`src/rtl/seg_frame_decoder_if.sv`:
```
// Segment stream in, decoded frame results out, for seg_frame_decoder.
interface seg_frame_decoder_if;
  logic [6:0] seg_in;
  logic       seg_valid;
  logic [3:0] num_a;
  logic [3:0] num_b;
  logic [3:0] num_r;
  logic [2:0] op_match;
  logic       frame_valid;
  logic       seg_err;
  logic       frame_abort;
  logic [7:0] frame_cnt;

  modport master (
    output seg_in, seg_valid,
    input  num_a, num_b, num_r, op_match, frame_valid, seg_err, frame_abort, frame_cnt
  );
  modport slave (
    input  seg_in, seg_valid,
    output num_a, num_b, num_r, op_match, frame_valid, seg_err, frame_abort, frame_cnt
  );
endinterface

```
`src/rtl/seg_frame_decoder.sv`:
```
// Decodes a 7-segment digit stream into A/B/R frames and flags which of
// add/sub/mul each frame satisfies.
module seg_frame_decoder #(
  parameter int unsigned GAP_CYCLES = 16
) (
  input  logic clk,
  input  logic reset,
  seg_frame_decoder_if.slave bus
);

  typedef enum logic [1:0] {WAIT_A, WAIT_B, WAIT_R, EVAL} state_t;

  state_t     state_q;
  logic [7:0] gap_q;
  logic [3:0] a_q, b_q, r_q;
  logic [3:0] num_a_q, num_b_q, num_r_q;
  logic [2:0] op_match_q;
  logic       frame_valid_q, seg_err_q, frame_abort_q;
  logic [7:0] frame_cnt_q;

  logic       dig_ok;
  logic [3:0] dig;
  logic [2:0] op_match_d;
  logic       gap_hit;

  // Exact-match decode; anything off-table (blank included) is rejected.
  always_comb begin
    dig_ok = 1'b1;
    dig    = 4'd0;
    case (bus.seg_in)
      7'b1111110: dig = 4'd0;
      7'b0110000: dig = 4'd1;
      7'b1101101: dig = 4'd2;
      7'b1111001: dig = 4'd3;
      7'b1110011: dig = 4'd4;
      7'b1011011: dig = 4'd5;
      7'b1011111: dig = 4'd6;
      7'b1110000: dig = 4'd7;
      7'b1111111: dig = 4'd8;
      7'b1111011: dig = 4'd9;
      default:    dig_ok = 1'b0;
    endcase
  end

  // Subtraction only matches without borrow, so A<B never hits.
  always_comb begin
    op_match_d    = 3'b000;
    op_match_d[0] = ({1'b0, a_q} + {1'b0, b_q}) == {1'b0, r_q};
    op_match_d[1] = (a_q >= b_q) && ((a_q - b_q) == r_q);
    op_match_d[2] = ({3'b000, a_q} * {3'b000, b_q}) == {3'b000, r_q};
  end

  assign gap_hit = (gap_q == 8'(GAP_CYCLES - 1));

  always_ff @(posedge clk) begin
    if (reset) begin
      state_q       <= WAIT_A;
      gap_q         <= 8'd0;
      a_q           <= 4'd0;
      b_q           <= 4'd0;
      r_q           <= 4'd0;
      num_a_q       <= 4'd0;
      num_b_q       <= 4'd0;
      num_r_q       <= 4'd0;
      op_match_q    <= 3'b000;
      frame_valid_q <= 1'b0;
      seg_err_q     <= 1'b0;
      frame_abort_q <= 1'b0;
      frame_cnt_q   <= 8'd0;
    end else begin
      frame_valid_q <= 1'b0;
      seg_err_q     <= 1'b0;
      frame_abort_q <= 1'b0;
      case (state_q)
        WAIT_A, EVAL: begin
          if (state_q == EVAL) begin
            num_a_q       <= a_q;
            num_b_q       <= b_q;
            num_r_q       <= r_q;
            op_match_q    <= op_match_d;
            frame_valid_q <= 1'b1;
            frame_cnt_q   <= frame_cnt_q + 8'd1;
          end
          gap_q   <= 8'd0;
          state_q <= WAIT_A;
          // A strobe during EVAL is the next frame's operand A.
          if (bus.seg_valid) begin
            if (dig_ok) begin
              a_q     <= dig;
              state_q <= WAIT_B;
            end else begin
              seg_err_q <= 1'b1;
            end
          end
        end
        WAIT_B, WAIT_R: begin
          if (bus.seg_valid) begin
            gap_q <= 8'd0;
            if (!dig_ok) begin
              seg_err_q <= 1'b1;
              state_q   <= WAIT_A;
            end else if (state_q == WAIT_B) begin
              b_q     <= dig;
              state_q <= WAIT_R;
            end else begin
              r_q     <= dig;
              state_q <= EVAL;
            end
          end else if (gap_hit) begin
            gap_q         <= 8'd0;
            frame_abort_q <= 1'b1;
            state_q       <= WAIT_A;
          end else begin
            gap_q <= gap_q + 8'd1;
          end
        end
        default: state_q <= WAIT_A;
      endcase
    end
  end

  assign bus.num_a       = num_a_q;
  assign bus.num_b       = num_b_q;
  assign bus.num_r       = num_r_q;
  assign bus.op_match    = op_match_q;
  assign bus.frame_valid = frame_valid_q;
  assign bus.seg_err     = seg_err_q;
  assign bus.frame_abort = frame_abort_q;
  assign bus.frame_cnt   = frame_cnt_q;

endmodule

```
`src/flat_wrapper.sv`:
```
// flat-port wrapper written by rule: the top's interface ports become plain ports
module seg_frame_decoder_flat 
#(
  parameter int unsigned GAP_CYCLES = 16
)
  (clk, reset, bus_seg_in, bus_seg_valid, bus_num_a, bus_num_b, bus_num_r, bus_op_match, bus_frame_valid, bus_seg_err, bus_frame_abort, bus_frame_cnt);
  seg_frame_decoder_if bus_i ();
  input  logic clk;
  input  logic reset;
  input wire logic [$bits(bus_i.seg_in)-1:0] bus_seg_in;
  input wire logic [$bits(bus_i.seg_valid)-1:0] bus_seg_valid;
  output wire logic [$bits(bus_i.num_a)-1:0] bus_num_a;
  output wire logic [$bits(bus_i.num_b)-1:0] bus_num_b;
  output wire logic [$bits(bus_i.num_r)-1:0] bus_num_r;
  output wire logic [$bits(bus_i.op_match)-1:0] bus_op_match;
  output wire logic [$bits(bus_i.frame_valid)-1:0] bus_frame_valid;
  output wire logic [$bits(bus_i.seg_err)-1:0] bus_seg_err;
  output wire logic [$bits(bus_i.frame_abort)-1:0] bus_frame_abort;
  output wire logic [$bits(bus_i.frame_cnt)-1:0] bus_frame_cnt;
  assign bus_i.seg_in = bus_seg_in;
  assign bus_i.seg_valid = bus_seg_valid;
  assign bus_num_a = bus_i.num_a;
  assign bus_num_b = bus_i.num_b;
  assign bus_num_r = bus_i.num_r;
  assign bus_op_match = bus_i.op_match;
  assign bus_frame_valid = bus_i.frame_valid;
  assign bus_seg_err = bus_i.seg_err;
  assign bus_frame_abort = bus_i.frame_abort;
  assign bus_frame_cnt = bus_i.frame_cnt;
  seg_frame_decoder #(.GAP_CYCLES(GAP_CYCLES)) u_core (.clk(clk), .reset(reset), .bus(bus_i));
endmodule
```
`config.mk`:
```
export PLATFORM = sky130hd
export DESIGN_NAME = seg_frame_decoder_flat
export DESIGN_NICKNAME = d
export VERILOG_FILES = /design/src/rtl/seg_frame_decoder_if.sv /design/src/rtl/seg_frame_decoder.sv /design/src/flat_wrapper.sv
export SDC_FILE = /design/constraint.sdc
export NUM_CORES = 1
export LEC_CHECK = 0
export BUFFER_PORTS_ARGS = -buffer_cell sky130_fd_sc_hd__buf_2
export CORE_ASPECT_RATIO = 1.4
export CORE_UTILIZATION = 60
export CTS_CLUSTER_DIAMETER = 80
export DETAILED_ROUTE_END_ITERATION = 10
export HOLD_SLACK_MARGIN = 0.03
export MAX_ROUTING_LAYER = met4
export PLACE_DENSITY = 0.82
export SETUP_SLACK_MARGIN = 0.1
export SLEW_MARGIN = 5
export SYNTH_ARGS = -nofsm -noshare
export SYNTH_HDL_FRONTEND = slang
export SYNTH_SLANG_ARGS = --single-unit
export TNS_END_PERCENT = 1
```
`constraint.sdc`:
```
create_clock -name clk -period 7.6 [get_ports clk]
set_clock_uncertainty 0.05 [all_clocks]
set_input_delay 0.38 -clock clk [delete_from_list [all_inputs] [get_ports clk]]
set_output_delay 0.38 -clock clk [all_outputs]
set_load 0.05 [all_outputs]
```
; ---- Word-level counts from Yosys, hierarchy flattened
; Index checks and enable logic that the tools add are counted.
[word_totals]
register_bits = 48
word_cells = 69
[classes]
mux = 17
bitwise_logic = 3
n_reduce_logical = 12
multipliers = 1
n_eq_ne = 18
add_sub_neg = 4
n_lt_le_gt_ge = 1
[ops]
columns = operator, count
row1 = $eq A7 B7 Y1 const B, 9
row2 = $pmux W4 S9, 1
row3 = $add A8 B1 Y8 const B, 2
row4 = $mux W8, 2
row5 = $pmux W8 S2, 1
row6 = $reduce_or A10 Y1, 1
row7 = $eq A8 B4 Y1 const B, 1
row8 = $mux W1, 8
row9 = $mux W2, 4
row10 = $reduce_and A4 Y1, 2
row11 = $eq A7 B4 Y1, 1
row12 = $eq A7 B6 Y1 const B, 1
row13 = $mul A4 B4 Y7, 1
row14 = $reduce_or A2 Y1, 3
row15 = $add A4 B4 Y5, 1
row16 = $eq A5 B4 Y1, 1
row17 = $eq A2 B2 Y1 const B, 2
row18 = $eq A4 B4 Y1, 1
row19 = $ge A4 B4 Y1, 1
row20 = $pmux W2 S2, 1
row21 = $reduce_or A4 Y1, 1
row22 = $sub A4 B4 Y4, 1
row23 = $ne A3 B2 Y1 const B, 1
row24 = $not A1 Y1, 3
row25 = 6 further kinds, 6

; ---- Depth between registers and ports, before layout
[depth]
depth_word = 6
ltp_mapped = 12
mapped_depth_nobuf = 12

; ---- Least setup slack after synthesis
; No wires, ideal clock.
[synth_timing]
path_type = reg2reg
startpoint = register u_core.a_q[1]
endpoint = register u_core.op_match_q[2], in the netlist u_core.bus.op_match[2]
required_time_ns = 7.488
arrival_ns = 2.836
setup_ns = 0.062
slack_ns = 4.653
synth_period_minus_slack_ns = 2.947
stages_incl_launch_ff = 9
cell_sequence = dfxtp_1 nand2_1 fa_1 fa_1 fa_1 xor2_1 nand4_1 nor4b_1 a32o_1
[synth_via]
elab_chain_cells = 2
[synth_lines]
columns = element, line
row1 = from (decl), seg_frame_decoder.sv:15  ; logic [3:0] a_q, b_q, r_q;
row2 = from (signal assigned), seg_frame_decoder.sv:89  ; a_q <= dig;
row3 = $mul A4 B4 Y7, seg_frame_decoder.sv:50  ; op_match_d[2] = ({3'b000, a_q} * {3'b000, b_q}) == {3'b000, r_q};
row4 = $eq A7 B4 Y1, seg_frame_decoder.sv:50
row5 = to (signal assigned), seg_frame_decoder.sv:80  ; op_match_q <= op_match_d;
row6 = to (decl), seg_frame_decoder.sv:17  ; logic [2:0] op_match_q;
; Every way passes these cells.
; A chain may end at the register's enable or synchronous reset.

; ---- Final worst setup path
; Ends and elaborated chain as after synthesis.

==> flow_summary.ini <==
[finish]
final.fill_count = 399
finish.net_count = 380
area_growth_pct = 12.0
layoutNonFillerInstCount = 405
final_common_cell = sky130_fd_sc_hd__dfxtp_1
post_route_cells_drive_above_1_share_pct = 14.0
n_antenna_cell = 0
layout_common_cells = 48 x sky130_fd_sc_hd__dfxtp_1, 35 x sky130_fd_sc_hd__buf_2, 32 x sky130_fd_sc_hd__nor2_1

[timing]
timing_worst_slew_pin_value_ns = 0.736
timing.slew.headroom_pct = 50.9
fmax_mhz = 319
hold_violations = 0
rsz0062_at_grt = false
maxSlewViolCount = 0
final.setup.tns_ns = 0
report.final.setup_viol = 0
fin_crit_ns = 3.14
fin_ws_ns = 4.46
final.period_utilization_pct = 41.3

[cts]
cts_buffer_depth = 2
cts_buffers = 5
cts-resized-gates = 0
cts.clk_slew.worst_paths_ns = 0.09
htreeDepth = 2
cts_tree = built
cts_hold_buffers = 0
post_cts_buffers = 0
cts.sinks = 48
clk_latency_ns = 0.30
ctsRootBufferMaster = sky130_fd_sc_hd__clkbuf_8

[worst_setup_path]
setup.worst_path.end_class = flop
critical_path_arrival_ns = 3.33
critical-path-top-cell-by-count = sky130_fd_sc_hd__fa_1
cp_data_required_time_ns = 7.79
timing_worst_setup_path_type = reg2reg
worstPathCellList = nand2_1 > fa_1 > fa_1 > fa_1 > xor2_1 > nand4_1 > nor4b_1 > a32o_1
critical-path-slowest-cell = sky130_fd_sc_hd__fa_1
worst_setup_path_start_kind = flop
largest_fanout_of_any_net_on_the_critical_path = 9
cp_slowest_stage_delay_ns = 0.57

[drt]
finalWirelength_um = 5790
post_detailed_route_count_of_antenna_violating_nets = 0
detail_route.iter0.violations = 83
detail_route.first_pass.iterations = 4
via_count = 2211
vias_per_cell = 5.46
detailed_route_drc_error_count = 0
drt-wirelength-per-cell_um = 14.3

[global_routing]
grt_pass1_vias = 2135
initial_antenna_violation_count = 0
pin_count_of_the_biggest_net_entering_global_routing = 45
grt-ovfl-total = 0
grt_first_pass_wirelength_um = 9470
grt_util_all_layers_pct = 26.5

[synth]
yosysSeqAreaShare_pct = 34.4
number_of_warning_messages_in_the_yosys_log = 0
area_fraction_in_and_or_nand_and_nor_cells_after_synthesis_pct = 19.1
yosys.area_share.xor_xnor_pct = 8.79
muxShareOfSynthArea_pct = 8.29
synth_edf_count = 0
synth_compound_gate_area_share_pct = 11.2
syn-cell-area_mm2 = 0.00279
combinational_family_with_the_most_area_after_synthesis = simple AND/OR/NAND/NOR gates
avgSynthCellArea_um2 = 9.06
synth_fa_ha_area_share_pct = 14.2
post_syn_nets = 346
synth.lib_cells_used.distinct = 45
postSynth.topFlopCell = sky130_fd_sc_hd__dfxtp_1
postSynth.asyncResetShare_pct = 0
yosys_register_bits = 48
cells_after_synthesis = 308

[die]
fp.coreArea_mm2 = 0.00450
start_util_pct = 62.0
std_cell_rows = 29
top_level_ports = 36
floorplan.die_area_mm2 = 0.00493
die_x_um = 59.6
die_h_um = 82.7

[placed_design]
gpl.final_weighted_congestion = 0.861
place_hpwl_um = 4420
detailedPlace.worstSlack_ns = 4.46
placed_cells = 397
placement.io_buffers = 35

[pwr]
peakVddDrop_v = 0.000118
power.density_mw_per_mm2 = 144
power.leakage_nw = 1.37

[job]
maxCapViolations = 0

[outcome]
outcome = completed

[worst_hold_path]
hold_path.class = reg2reg
## cell families after synthesis
logic type | after synthesis
AO/OA/AOI/OAI | 47
XOR/XNOR | 28
adder cells (fa/ha/maj) | 28
buffers and inverters | 30
flip-flops | 48
multiplexers | 23
AND/OR/NAND/NOR | 104
## state kept, by name, indices dropped and copies added, names as in the netlist
name / cells
u_core.bus.frame_cnt: 8
u_core.gap_q: 8
u_core.a_q: 4
u_core.b_q: 4
u_core.bus.num_a: 4
u_core.bus.num_b: 4
u_core.bus.num_r: 4
u_core.r_q: 4
u_core.bus.op_match: 3
u_core.state_q: 2
u_core.bus.frame_abort: 1
u_core.bus.frame_valid: 1
u_core.bus.seg_err: 1
## per-layer routing
metal | GRT usage [%] | wire, um | up-vias | part of all wire (%)
met2 | 49.3 | 3140 | 21 | 54
met1 | 27.9 | 2460 | 1064 | 42
met4 | 9.07 | 89 | 0 | 1.5
li1 | - | - | 1119 | -
met5 | - | 0 | - | 0
met3 | 3.74 | 97 | 7 | 1.7
## Yosys cell counts (all sizes together) (3+ instances only)
master	instances	area share, %
fa	6	4.3
or3	4	0.90
ha	22	9.9
nor3	3	0.54
xnor2	14	4.4
dfxtp	48	34
or3b	3	0.94
nand2	22	3.0
nor2b	3	0.67
a21oi	15	2.8
o21ai	9	1.6
inv	21	2.8
nand3	3	0.54
and2	5	1.1
nand4	5	1.1
nand2b	11	2.5
nor2	32	4.3
mux2i	22	7.9
xor2	14	4.4
a21o	9	2.4
clkbuf	7	0.94
and3	4	0.90
## layout make-up
type | count | area, um^2 | area share, %
Clock buffer | 6 | 72.6 | 2.32
Clock inverter | 2 | 35.0 | 1.12
Inverter | 21 | 78.8 | 2.52
Multi-Input combinational cell | 230 | 1720 | 55.0
Sequential cell | 48 | 961 | 30.7
Tap cell | 62 | 77.6 | 2.48
Timing Repair Buffer | 36 | 183 | 5.84
## power by group
| group | internal, W | switching [W] | leakage, nW | total (W) |
|---|---|---|---|---|
| Clock | 0.0000977 | 0.0000823 | 0.0552 | 0.000180 |
| Combinational | 0.00000631 | 0.0000123 | 0.929 | 0.0000186 |
| Sequential | 0.000252 | 0.000000435 | 0.387 | 0.000252 |
## per-stage QoR
| step | total power [W] | utilization, % | cell area (um^2) | hold WS, ns |
|---|---|---|---|---|
| after global routing | 0.000466 | 69.5 | 3130 | 0.434 |
| final | 0.000451 | 69.5 | 3130 | 0.398 |
| after detailed placement | 0.000277 | 67.1 | 3020 | 0.389 |
| after floorplan | 0.000270 | - | 2790 | 0.368 |
| after CTS | 0.000454 | 69.5 | 3130 | 0.401 |
| after global placement | 0.000276 | 67.1 | 3020 | 0.379 |
## critical path: cells and delay by family (launching register included)
family	cells	cell delay [ns]
adder cells (fa/ha/maj)	3	1.60
flip-flops	1	0.56
AND/OR/NAND/NOR	3	0.53
AO/OA/AOI/OAI	1	0.20
XOR/XNOR	1	0.15
## worst paths after layout
kind	to	startpoint	cells past startpoint	slack, ns
max	u_core.bus.op_match[2]	u_core.a_q[1]	8	4.46
max reg2reg	u_core.bus.op_match[2]	u_core.a_q[1]	8	4.46
min reg2reg	u_core.gap_q[0]	u_core.gap_q[0]	1	0.40
min	u_core.gap_q[0]	u_core.gap_q[0]	1	0.40
Power figures use the tool's default switching activity.
